**src/rtl/alu_pkt_pkg.sv**
```systemverilog
`default_nettype none
// ============================================================================
//  Module      : alu_pkt_pkg
//  Description : Shared definitions for the UART packet ALU controller:
//                opcode encoding, parser state encoding, header length and
//                small opcode classification helpers.
//  Revision    : 1.0 - initial release
// ============================================================================
package alu_pkt_pkg;

    // Every packet starts with opcode, reserved, length LSB, length MSB.
    localparam logic [15:0] HDR_LEN = 16'd4;

    typedef enum logic [7:0] {
        OP_ADD  = 8'hA0,
        OP_SUB  = 8'hA1,
        OP_XOR  = 8'hA2,
        OP_ECHO = 8'hEC
    } opcode_e;

    typedef enum logic [2:0] {
        S_IDLE    = 3'd0,
        S_RSVD    = 3'd1,
        S_LEN_LO  = 3'd2,
        S_LEN_HI  = 3'd3,
        S_ECHO    = 3'd4,
        S_OPERAND = 3'd5,
        S_RESULT  = 3'd6,
        S_DRAIN   = 3'd7
    } state_e;

    function automatic logic is_arith_opcode(input logic [7:0] op);
        return (op == OP_ADD) || (op == OP_SUB) || (op == OP_XOR);
    endfunction

    function automatic logic is_valid_opcode(input logic [7:0] op);
        return (op == OP_ECHO) || is_arith_opcode(op);
    endfunction

endpackage : alu_pkt_pkg
`default_nettype wire

```
**src/rtl/alu_pkt_accum.sv**
```systemverilog
`default_nettype none
// ============================================================================
//  Module      : alu_pkt_accum
//  Description : Little-endian byte-to-word assembler and accumulator for the
//                packet ALU. The first complete word of a packet loads the
//                accumulator; each later word is added, subtracted or XORed.
//  Ports       : clk, rst_n       - clock, async active-low reset
//                clear_i          - start of a new operand stream
//                byte_valid_i     - byte_i is an accepted operand byte
//                byte_i           - operand byte
//                op_i             - packet opcode (ADD/SUB/XOR)
//                acc_o            - accumulator value
//  Revision    : 1.0 - initial release
// ============================================================================
module alu_pkt_accum
    import alu_pkt_pkg::*;
#(
    parameter int DATA_WIDTH_P    = 8,
    parameter int OPERAND_WIDTH_P = 32
) (
    input  logic                       clk,
    input  logic                       rst_n,
    input  logic                       clear_i,
    input  logic                       byte_valid_i,
    input  logic [DATA_WIDTH_P-1:0]    byte_i,
    input  logic [7:0]                 op_i,
    output logic [OPERAND_WIDTH_P-1:0] acc_o
);

    localparam int BYTES_PER_WORD = OPERAND_WIDTH_P / DATA_WIDTH_P;
    localparam int CNT_W          = (BYTES_PER_WORD > 1) ? $clog2(BYTES_PER_WORD) : 1;
    localparam logic [CNT_W-1:0] LAST_BYTE = CNT_W'(BYTES_PER_WORD - 1);
    localparam int ASM_W          = OPERAND_WIDTH_P - DATA_WIDTH_P;

    // Holds the bytes received so far; newest byte enters at the top so the
    // first byte ends up in the least significant position of the word.
    logic [ASM_W-1:0]           asm_q, asm_d;
    logic [CNT_W-1:0]           cnt_q, cnt_d;
    logic                       first_q, first_d;
    logic [OPERAND_WIDTH_P-1:0] acc_q, acc_d;
    logic [OPERAND_WIDTH_P-1:0] word_w;

    assign word_w = {byte_i, asm_q};
    assign acc_o  = acc_q;

    always_comb begin
        asm_d   = asm_q;
        cnt_d   = cnt_q;
        first_d = first_q;
        acc_d   = acc_q;
        if (clear_i) begin
            asm_d   = '0;
            cnt_d   = '0;
            first_d = 1'b1;
            acc_d   = '0;
        end else if (byte_valid_i) begin
            asm_d = word_w[OPERAND_WIDTH_P-1:DATA_WIDTH_P];
            if (cnt_q == LAST_BYTE) begin
                cnt_d   = '0;
                first_d = 1'b0;
                if (first_q) begin
                    acc_d = word_w;
                end else begin
                    case (op_i)
                        OP_ADD:  acc_d = acc_q + word_w;
                        OP_SUB:  acc_d = acc_q - word_w;
                        OP_XOR:  acc_d = acc_q ^ word_w;
                        default: acc_d = acc_q;
                    endcase
                end
            end else begin
                cnt_d = cnt_q + CNT_W'(1);
            end
        end
    end

    always_ff @(posedge clk or negedge rst_n) begin
        if (!rst_n) begin
            asm_q   <= '0;
            cnt_q   <= '0;
            first_q <= 1'b1;
            acc_q   <= '0;
        end else begin
            asm_q   <= asm_d;
            cnt_q   <= cnt_d;
            first_q <= first_d;
            acc_q   <= acc_d;
        end
    end

endmodule : alu_pkt_accum
`default_nettype wire

```
**src/rtl/alu_pkt_ctrl.sv**
```systemverilog
`default_nettype none
// ============================================================================
//  Module      : alu_pkt_ctrl
//  Description : Packet controller between a UART receiver and transmitter.
//                Parses a 4-byte header (opcode, reserved, length LSB/MSB),
//                then echoes the payload, or reduces 32-bit little-endian
//                operands with ADD/SUB/XOR and returns the result LSB first,
//                or drains a rejected packet.
//  Ports       : clk, rst_n                    - clock, async active-low reset
//                rx_tdata/rx_tvalid/rx_tready  - byte stream from UART rx
//                tx_tdata/tx_tvalid/tx_tready  - byte stream to UART tx
//                busy_o                        - packet in progress
//                done_o                        - packet completed (1 cycle)
//                err_o                         - packet rejected (1 cycle)
//  Revision    : 1.0 - initial release
// ============================================================================
module alu_pkt_ctrl
    import alu_pkt_pkg::*;
#(
    parameter int DATA_WIDTH_P    = 8,   // only 8 is supported
    parameter int OPERAND_WIDTH_P = 32   // multiple of DATA_WIDTH_P
) (
    input  logic                    clk,
    input  logic                    rst_n,
    input  logic [DATA_WIDTH_P-1:0] rx_tdata,
    input  logic                    rx_tvalid,
    output logic                    rx_tready,
    output logic [DATA_WIDTH_P-1:0] tx_tdata,
    output logic                    tx_tvalid,
    input  logic                    tx_tready,
    output logic                    busy_o,
    output logic                    done_o,
    output logic                    err_o
);

    localparam int BYTES_PER_WORD = OPERAND_WIDTH_P / DATA_WIDTH_P;
    localparam int SEL_W          = (BYTES_PER_WORD > 1) ? $clog2(BYTES_PER_WORD) : 1;
    localparam logic [SEL_W-1:0] LAST_SEL = SEL_W'(BYTES_PER_WORD - 1);
    localparam logic [15:0] WORD_BYTES    = 16'(BYTES_PER_WORD);

    state_e                    state_q, state_d;
    logic [7:0]                opcode_q, opcode_d;
    logic [7:0]                len_lo_q, len_lo_d;
    logic [15:0]               remaining_q, remaining_d;
    logic [DATA_WIDTH_P-1:0]   tx_data_q, tx_data_d;
    logic                      tx_valid_q, tx_valid_d;
    logic [SEL_W-1:0]          byte_sel_q, byte_sel_d;
    logic                      done_q, done_d;
    logic                      err_q, err_d;

    logic                       rx_ready_w;
    logic                       rx_fire_w;
    logic                       tx_fire_w;
    logic [15:0]                length_w;
    logic [15:0]                rem_load_w;
    logic                       acc_clear_w;
    logic                       acc_byte_valid_w;
    logic [OPERAND_WIDTH_P-1:0] acc_w;
    logic [DATA_WIDTH_P-1:0]    res_byte_w;

    alu_pkt_accum #(
        .DATA_WIDTH_P    (DATA_WIDTH_P),
        .OPERAND_WIDTH_P (OPERAND_WIDTH_P)
    ) u_accum (
        .clk          (clk),
        .rst_n        (rst_n),
        .clear_i      (acc_clear_w),
        .byte_valid_i (acc_byte_valid_w),
        .byte_i       (rx_tdata),
        .op_i         (opcode_q),
        .acc_o        (acc_w)
    );

    // Receive-side ready per state. In ECHO the single tx holding register
    // must be empty before another byte is taken, and nothing beyond the
    // payload may be swallowed.
    always_comb begin
        rx_ready_w = 1'b0;
        case (state_q)
            S_IDLE, S_RSVD, S_LEN_LO, S_LEN_HI, S_OPERAND, S_DRAIN:
                rx_ready_w = 1'b1;
            S_ECHO:
                rx_ready_w = !tx_valid_q && (remaining_q != 16'd0);
            default:
                rx_ready_w = 1'b0;
        endcase
    end

    // Gated by rst_n so ready is low for the whole reset and high on the
    // first cycle after release (state is IDLE then).
    assign rx_tready = rst_n & rx_ready_w;

    // Result byte selected from the accumulator, LSB first.
    always_comb begin
        res_byte_w = '0;
        for (int i = 0; i < BYTES_PER_WORD; i++) begin
            if (byte_sel_q == SEL_W'(i)) begin
                res_byte_w = acc_w[i*DATA_WIDTH_P +: DATA_WIDTH_P];
            end
        end
    end

    // In RESULT the accumulator and byte select are frozen until handshake,
    // so the muxed output stays stable while stalled.
    assign tx_tvalid = tx_valid_q | (state_q == S_RESULT);
    assign tx_tdata  = (state_q == S_RESULT) ? res_byte_w : tx_data_q;

    assign rx_fire_w  = rx_tvalid & rx_tready;
    assign tx_fire_w  = tx_tvalid & tx_tready;
    assign length_w   = {rx_tdata, len_lo_q};
    assign rem_load_w = length_w - HDR_LEN;

    assign busy_o = (state_q != S_IDLE);
    assign done_o = done_q;
    assign err_o  = err_q;

    always_comb begin
        state_d          = state_q;
        opcode_d         = opcode_q;
        len_lo_d         = len_lo_q;
        remaining_d      = remaining_q;
        tx_data_d        = tx_data_q;
        tx_valid_d       = tx_valid_q;
        byte_sel_d       = byte_sel_q;
        done_d           = 1'b0;
        err_d            = 1'b0;
        acc_clear_w      = 1'b0;
        acc_byte_valid_w = 1'b0;

        case (state_q)
            S_IDLE: begin
                if (rx_fire_w) begin
                    opcode_d = rx_tdata;
                    state_d  = S_RSVD;
                end
            end

            S_RSVD: begin
                if (rx_fire_w) begin
                    state_d = S_LEN_LO;
                end
            end

            S_LEN_LO: begin
                if (rx_fire_w) begin
                    len_lo_d = rx_tdata;
                    state_d  = S_LEN_HI;
                end
            end

            S_LEN_HI: begin
                if (rx_fire_w) begin
                    if (length_w < HDR_LEN) begin
                        // Length shorter than the header itself.
                        remaining_d = 16'd0;
                        err_d       = 1'b1;
                        state_d     = S_IDLE;
                    end else begin
                        remaining_d = rem_load_w;
                        if (!is_valid_opcode(opcode_q)) begin
                            err_d   = 1'b1;
                            state_d = (rem_load_w == 16'd0) ? S_IDLE : S_DRAIN;
                        end else if (opcode_q == OP_ECHO) begin
                            if (rem_load_w == 16'd0) begin
                                done_d  = 1'b1;
                                state_d = S_IDLE;
                            end else begin
                                state_d = S_ECHO;
                            end
                        end else if ((rem_load_w == 16'd0) ||
                                     ((rem_load_w % WORD_BYTES) != 16'd0)) begin
                            // Arithmetic payload must be whole operand words.
                            err_d   = 1'b1;
                            state_d = (rem_load_w == 16'd0) ? S_IDLE : S_DRAIN;
                        end else begin
                            acc_clear_w = 1'b1;
                            state_d     = S_OPERAND;
                        end
                    end
                end
            end

            S_ECHO: begin
                if (rx_fire_w) begin
                    tx_data_d   = rx_tdata;
                    tx_valid_d  = 1'b1;
                    remaining_d = remaining_q - 16'd1;
                end else if (tx_fire_w) begin
                    tx_valid_d = 1'b0;
                    if (remaining_q == 16'd0) begin
                        done_d  = 1'b1;
                        state_d = S_IDLE;
                    end
                end
            end

            S_OPERAND: begin
                if (rx_fire_w) begin
                    acc_byte_valid_w = 1'b1;
                    remaining_d      = remaining_q - 16'd1;
                    if (remaining_q == 16'd1) begin
                        byte_sel_d = '0;
                        state_d    = S_RESULT;
                    end
                end
            end

            S_RESULT: begin
                if (tx_fire_w) begin
                    if (byte_sel_q == LAST_SEL) begin
                        byte_sel_d = '0;
                        done_d     = 1'b1;
                        state_d    = S_IDLE;
                    end else begin
                        byte_sel_d = byte_sel_q + SEL_W'(1);
                    end
                end
            end

            S_DRAIN: begin
                if (rx_fire_w) begin
                    remaining_d = remaining_q - 16'd1;
                    if (remaining_q == 16'd1) begin
                        state_d = S_IDLE;
                    end
                end
            end

            default: begin
                state_d = S_IDLE;
            end
        endcase
    end

    always_ff @(posedge clk or negedge rst_n) begin
        if (!rst_n) begin
            state_q     <= S_IDLE;
            opcode_q    <= '0;
            len_lo_q    <= '0;
            remaining_q <= '0;
            tx_data_q   <= '0;
            tx_valid_q  <= 1'b0;
            byte_sel_q  <= '0;
            done_q      <= 1'b0;
            err_q       <= 1'b0;
        end else begin
            state_q     <= state_d;
            opcode_q    <= opcode_d;
            len_lo_q    <= len_lo_d;
            remaining_q <= remaining_d;
            tx_data_q   <= tx_data_d;
            tx_valid_q  <= tx_valid_d;
            byte_sel_q  <= byte_sel_d;
            done_q      <= done_d;
            err_q       <= err_d;
        end
    end

endmodule : alu_pkt_ctrl
`default_nettype wire

```
**config.mk**
```make
export PLATFORM = sky130hd
export DESIGN_NAME = alu_pkt_ctrl
export DESIGN_NICKNAME = d
export VERILOG_FILES = /design/src/rtl/alu_pkt_pkg.sv /design/src/rtl/alu_pkt_accum.sv /design/src/rtl/alu_pkt_ctrl.sv
export SDC_FILE = /design/constraint.sdc
export NUM_CORES = 1
export LEC_CHECK = 0
export CORE_MARGIN = 2
export CORE_UTILIZATION = 45
export CTS_CLUSTER_DIAMETER = 100
export CTS_CLUSTER_SIZE = 12
export DETAILED_ROUTE_END_ITERATION = 10
export DONT_BUFFER_PORTS = 1
export GPL_TIMING_DRIVEN = 0
export PLACE_DENSITY = 0.69
export SLEW_MARGIN = 20
export SYNTH_ARGS = -nofsm -noshare
export SYNTH_HDL_FRONTEND = slang
export SYNTH_HIERARCHICAL = 1
export SYNTH_SLANG_ARGS = --single-unit
```
**constraint.sdc**
```tcl
create_clock -name clk -period 9.75 [get_ports clk]
set_clock_uncertainty 0.1 [all_clocks]
set_input_delay 0.975 -clock clk [delete_from_list [all_inputs] [get_ports clk]]
set_output_delay 0.975 -clock clk [all_outputs]
set_load 0.005 [all_outputs]
```
### Word level (Yosys, flattened, before mapping)

Cells that the tools add are included.

* register bits: 107
* latch bits: 0
* RAM bits: 0
* ROM bits: 0
* bits of input ports: 12
* output and inout bits: 13
* word-level logic and storage cells: 160
* memories: 0

* add/sub/neg operators: 6
* multipliers: 0
* divide/modulo/power cells: 0
* $lt $le $gt $ge: 1
* eq/ne operators: 30
* shift operators: 0
* mux-type cells: 75
* bitwise logic cells: 5
* reductions and logical operators: 30

Operators with widths (number)
* $mux 32: 4
* $pmux 32 s3: 1
* $mux 3: 19
* $mux 16: 3
* $mux 24: 2
* $mux 8: 5
* $add 32x32->32: 1
* $eq 8x8->1 const B: 4
* $logic_not 16->1: 2
* $pmux 16 s2: 1
* $reduce_bool 16->1: 2
* $sub 32x32->32: 1
* $xor 32x32->32: 1
* $mux 1: 29
* $ne 2x2->1 const B: 13
* $pmux 3 s8: 1
* $eq 16x1->1 const B: 1
* $lt 16x3->1 const B: 1
* $sub 16x1->16 const B: 1
* $sub 16x3->16 const B: 1
* $mux 2: 7
* $reduce_and 13->1: 1
* $eq 3x3->1 const B: 4
* $reduce_and 2->1: 5
* other kinds (23): 37

### Logic depth before layout (Yosys ltp)

* depth in word-level cells: 11
* gate-level depth with buffers: 16

### Hierarchy

Netlist, hierarchy kept.

Modules (own cells, without submodules)
* alu_pkt_accum: times used 1, cells each 716, area an instance 5587.9 sq um, sequential area each 1477.7 sq um
* alu_pkt_ctrl: times used 1, cells each 406, area an instance 3624.7 sq um, sequential area each 1201.2 sq um

### Worst setup path before layout

OpenSTA, ideal clock, no wires.

* path type: input -> register
* from: in rx_tdata[2]
* to: reg u_accum.acc_q[31] (netlist: u_accum/acc_o[31])
* data arrival time: 4.237 ns
* data required time: 9.568 ns
* setup slack: 5.331 ns
* cell stages on the path: 13
* path through: or4_1 nor4_1 or3b_4 o31ai_1 xor2_1 ha_1 and3_1 and3_1 and4_1 a32oi_1 a311o_1 or3_1 a31oi_1

* cells in the longest elaborated chain, start to end: 11
* elaborated cells on any way between the ends: 21
* classes of those cells: 3 x add/sub; 1 x order compare; 11 x mux; 6 x reduce/logical

Ends and longest elaborated chain
* start: declaration: line alu_pkt_ctrl.sv:25 `input logic [DATA_WIDTH_P-1:0] rx_tdata,`
* $sub 16x3->16: line alu_pkt_ctrl.sv:111 `assign rem_load_w = length_w - HDR_LEN;`
* $logic_not 16->1: line alu_pkt_ctrl.sv:170 `end else if ((rem_load_w == 16'd0) ||`
* $logic_or 1x1->1: line alu_pkt_ctrl.sv:170
* $mux 1: line alu_pkt_ctrl.sv:170
* $mux 1: line alu_pkt_ctrl.sv:163 `end else if (opcode_q == OP_ECHO) begin`
* $mux 1: line alu_pkt_ctrl.sv:160 `if (!is_valid_opcode(opcode_q)) begin`
* $mux 1: line alu_pkt_ctrl.sv:153 `if (length_w < HDR_LEN) begin`
* $mux 1: line alu_pkt_ctrl.sv:152 `if (rx_fire_w) begin`
* $mux 1: line alu_pkt_ctrl.sv:130 `case (state_q)`
* $reduce_bool 5->1 (no source line) or $reduce_bool 2->1 (tied branches)
* $reduce_and 3->1 (no source line)
* end signal: assignment: line alu_pkt_accum.sv:82 `acc_q <= '0;`
* end signal: assignment: line alu_pkt_accum.sv:87 `acc_q <= acc_d;`
* end: declaration: line alu_pkt_accum.sv:40 `logic [OPERAND_WIDTH_P-1:0] acc_q, acc_d;`

Several ways; a longest one is shown, not always the timed one. The select of a mux whose other input is x is not followed.
A chain may end at the register's enable or synchronous reset.

### Worst setup path in the final report

* from: reg opcode_q[6]
* to: reg u_accum.acc_q[31] (netlist: u_accum/acc_o[31])

* cells in the longest elaborated chain, start to end: 10
* elaborated cells on any way between the ends: 21
* classes of those cells: 4 x eq/ne; 10 x mux; 7 x reduce/logical

Ends and longest elaborated chain
* start: declaration: line alu_pkt_ctrl.sv:42 `logic [7:0] opcode_q, opcode_d;`
* start signal: assignment: line alu_pkt_ctrl.sv:248 `opcode_q <= opcode_d;`
* $eq 8x8->1: line alu_pkt_pkg.sv:33, alu_pkt_accum.sv:64
* $logic_or 1x1->1 (2 in a row): line alu_pkt_pkg.sv:33 `return (op == OP_ADD) || (op == OP_SUB) || (op == OP_XOR);`
* $logic_or 1x1->1: line alu_pkt_pkg.sv:37 `return (op == OP_ECHO) || is_arith_opcode(op);`
* $mux 1: line alu_pkt_ctrl.sv:160
* $mux 1: line alu_pkt_ctrl.sv:153
* $mux 1: line alu_pkt_ctrl.sv:152
* $mux 1: line alu_pkt_ctrl.sv:130
* $reduce_bool 5->1 (no source line) or $reduce_bool 2->1 (tied branches)
* $reduce_and 3->1 (no source line)

Several ways; a longest one is shown, not always the timed one. The select of a mux whose other input is x is not followed.

==> results.yml <==
die:
  die_h_um: 147
  die_x_um: 147
  io-pin-count: 25
  fp.coreArea_um2: 20200
  die_area_um2: 21600
  floorplan.initialDensity: 0.457
  rows: 52
detailed_routing:
  drt_iter0_drc: 915
  drc_errors: 0
  ant_nets: 0
  vias: 9087
  wl_per_cell_um: 20.9
  dr.pass1.iters: 6
  wl_mm: 29.5
  vias_per_cell: 6.45
synthesis:
  yosys-top-cells-area: "dfrtp_1 29%, ha_1 5.7%, nor2_1 5.1%"
  synth_edf_count: 0
  synth_common_cells: "124 x nor2_1, 106 x dfrtp_1, 83 x nand2_1, 81 x o21ai_0, 64 x a21oi_1"
  synth_area_leader_cell: "dfrtp_1"
  synth-seq-cells: 107
  synth.distinct_cells: 87
  syn-cell-area_um2: 9210
  synth_ff_type: "dfrtp_1"
  synth_cells: 1122
  seq_area_frac_synth: 0.291
  yosysMostFrequentCell: "nor2_1"
  async_reset_ff_frac: 1.00
  avgSynthCellArea_um2: 8.21
  synth_warnings: 6
  syn_nets: 1177
  yosysTopAreaCellShare: 0.288
clock_tree:
  root_buffer: "clkbuf_16"
  clock-sinks: 107
  cts_buffers: 9
  path_clk_slew_ns: 0.07
  cts_setup_buffers: 0
  htreeDepth: 3
  post_cts_resized: 0
  postCtsHoldBufs: 0
  cts_tree: "built"
  clock_path_buffers: 2
  clk_latency_ns: 0.36
critical_path:
  crit_path_cell_trace: "nor4bb_1 -> nand4b_1 -> clkbuf_1 -> o21ai_0 -> inv_1 -> ha_1 -> nand2b_1 -> a21oi_1 -> o31ai_1 -> o21ai_0 -> a32oi_1 -> a311o_1 -> or3_1 -> a31oi_1"
  critPathTopFamily: "compound AO/OA/AOI/OAI gates"
  worstPathArrival_ns: 5.76
  cpMostUsedCell: "o21ai_0"
  cp.required_ns: 9.93
  criticalPathCategory: "flop to flop"
  slowest_delay_ns: 0.68
  endpoint_kind: "flop"
  cp-start-kind: "flop"
  path_max_fanout: 10
  crit_slowest_cell: "nor4bb_1"
  path_buf_inv: 2
placed_design:
  postPlaceCellArea_um2: 9560
  place_congestion: 0.950
  place_inst: 1392
  post-place-ws_ns: 4.41
  port-buffer-count: 0
  hpwl_mm: 22.4
sta:
  setup_viol: 0
  period_share: 0.572
  worst_pin_slew_ns: 0.884
  fmax_mhz: 179
  holdWs_ns: 0.204
  finalHoldViolCount: 0
  finalSetupTns_ns: 0
  setup_ws_ns: 4.17
  slew-limit-headroom: 0.407
  slew_viol_final: 0
  rsz0062_at_grt: "false"
  period_needed_ns: 5.58
global_routing:
  grt_pass1_wl_mm: 47.1
  grtUsageTotal: 0.276
  grt_antenna_before_repair: 0
  grt_max_degree: 111
  grt_pass1_vias: 8521
  grt_overflow: 0
run:
  max_cap_violations: 0
power_and_ir_drop:
  ir_worst_vdd_mv: 0.195
  cellLeakagePower_nw: 3.98
  p_per_area_nw_per_um2: 334
  p_total_mw: 3.30
status:
  outcome: "finished clean"
worst_hold_path:
  hp-class: "input port to asynchronous set/reset pin"
cells_and_area:
  layout-drive-gt1-share: 0.0729
  final_util: 0.489
  antenna_cells: 0
  fin_area_um2: 9860
  syn_to_final_growth_pct: 7.01
  fin_nets: 1188
  final_cells: 1408
[state kept, by name, indices dropped and copies added, names as in the netlist]
| signal | flops |
|---|---|
| u_accum/first_q | 1 |
| u_accum/asm_q | 24 |
| err_o | 1 |
| tx_data_q | 8 |
| u_accum/acc_o | 32 |
| done_o | 1 |
| len_lo_q | 8 |
| u_accum/cnt_q | 2 |
| byte_sel_q | 2 |
| opcode_q | 8 |
| remaining_q | 16 |
| state_q | 3 |
| tx_valid_q | 1 |
[layer usage]
metal | wire (um) | GRT usage
met5 | 0 | 0
met3 | 2610 | 0.0547
met1 | 12200 | 0.369
met4 | 1280 | 0.125
met2 | 13400 | 0.433
[cell families (layout without fill, tap and decap cells)]
logic type	count (synthesis)	count (layout)	share of synthesized area
AO/OA/AOI/OAI	347	347	0.256
XOR/XNOR	53	53	0.0504
adder cells (fa/ha/maj)	43	43	0.0592
buffers and inverters	106	122	0.0490
flip-flops	107	107	0.291
multiplexers	54	54	0.0621
AND/OR/NAND/NOR	412	412	0.232
[report_power, final]
| group | switching, mW | total, mW | leakage (nW) | internal, mW |
|---|---|---|---|---|
| registers | 0.158 | 0.741 | 1.39 | 0.584 |
| logic | 1.30 | 2.17 | 2.44 | 0.873 |
| clock network | 0.175 | 0.385 | 0.148 | 0.209 |
[layout by cell type (no fill, tap or decap), types with 10 or more instances in the layout]
cell        n
xnor2_1    26
nand2_1    83
nand3_1    24
nand2b_1   16
mux2_2     25
a22oi_1    12
o221ai_1   10
and3_1     10
o21bai_1   12
o21ai_0    81
a22o_1     13
nor3_1     28
inv_1      27
ha_1       42
a21oi_1    64
mux2i_1    29
a311oi_1   11
xor2_1     27
nor4_1     23
nor2b_1    13
clkbuf_1   64
or2_2      10
o211ai_1   13
dfrtp_1   106
nor2_1    124
a31oi_1    16
or3_1      12
o31ai_1    12
nand4_1    11
[worst paths after layout]
kind,depth (start not counted),slack (ns),startpoint,end
worst min register to register,1,0.41,tx_data_q[6],tx_data_q[6]
worst max-delay path,14,4.17,opcode_q[6],u_accum/acc_o[31]
worst max register to register,14,4.17,opcode_q[6],u_accum/acc_o[31]
max in group asynchronous,0,9.06,rst_n,u_accum/first_q
min in group clk,1,0.41,tx_data_q[6],tx_data_q[6]
worst min-delay path,0,0.20,rst_n,u_accum/asm_q[3]
[area by class of cell]
| class | instances | area [um^2] |
|---|---|---|
| Fill cell | 1980 | 10300 |
| Clock inverter | 4 | 56.3 |
| Clock buffer | 12 | 246 |
| Sequential cell | 107 | 2680 |
| Buffer | 79 | 350 |
| Inverter | 27 | 101 |
| Tap cell | 270 | 338 |
| Multi-Input combinational cell | 909 | 6090 |
Note: power is estimated with default switching activity, not from simulation.
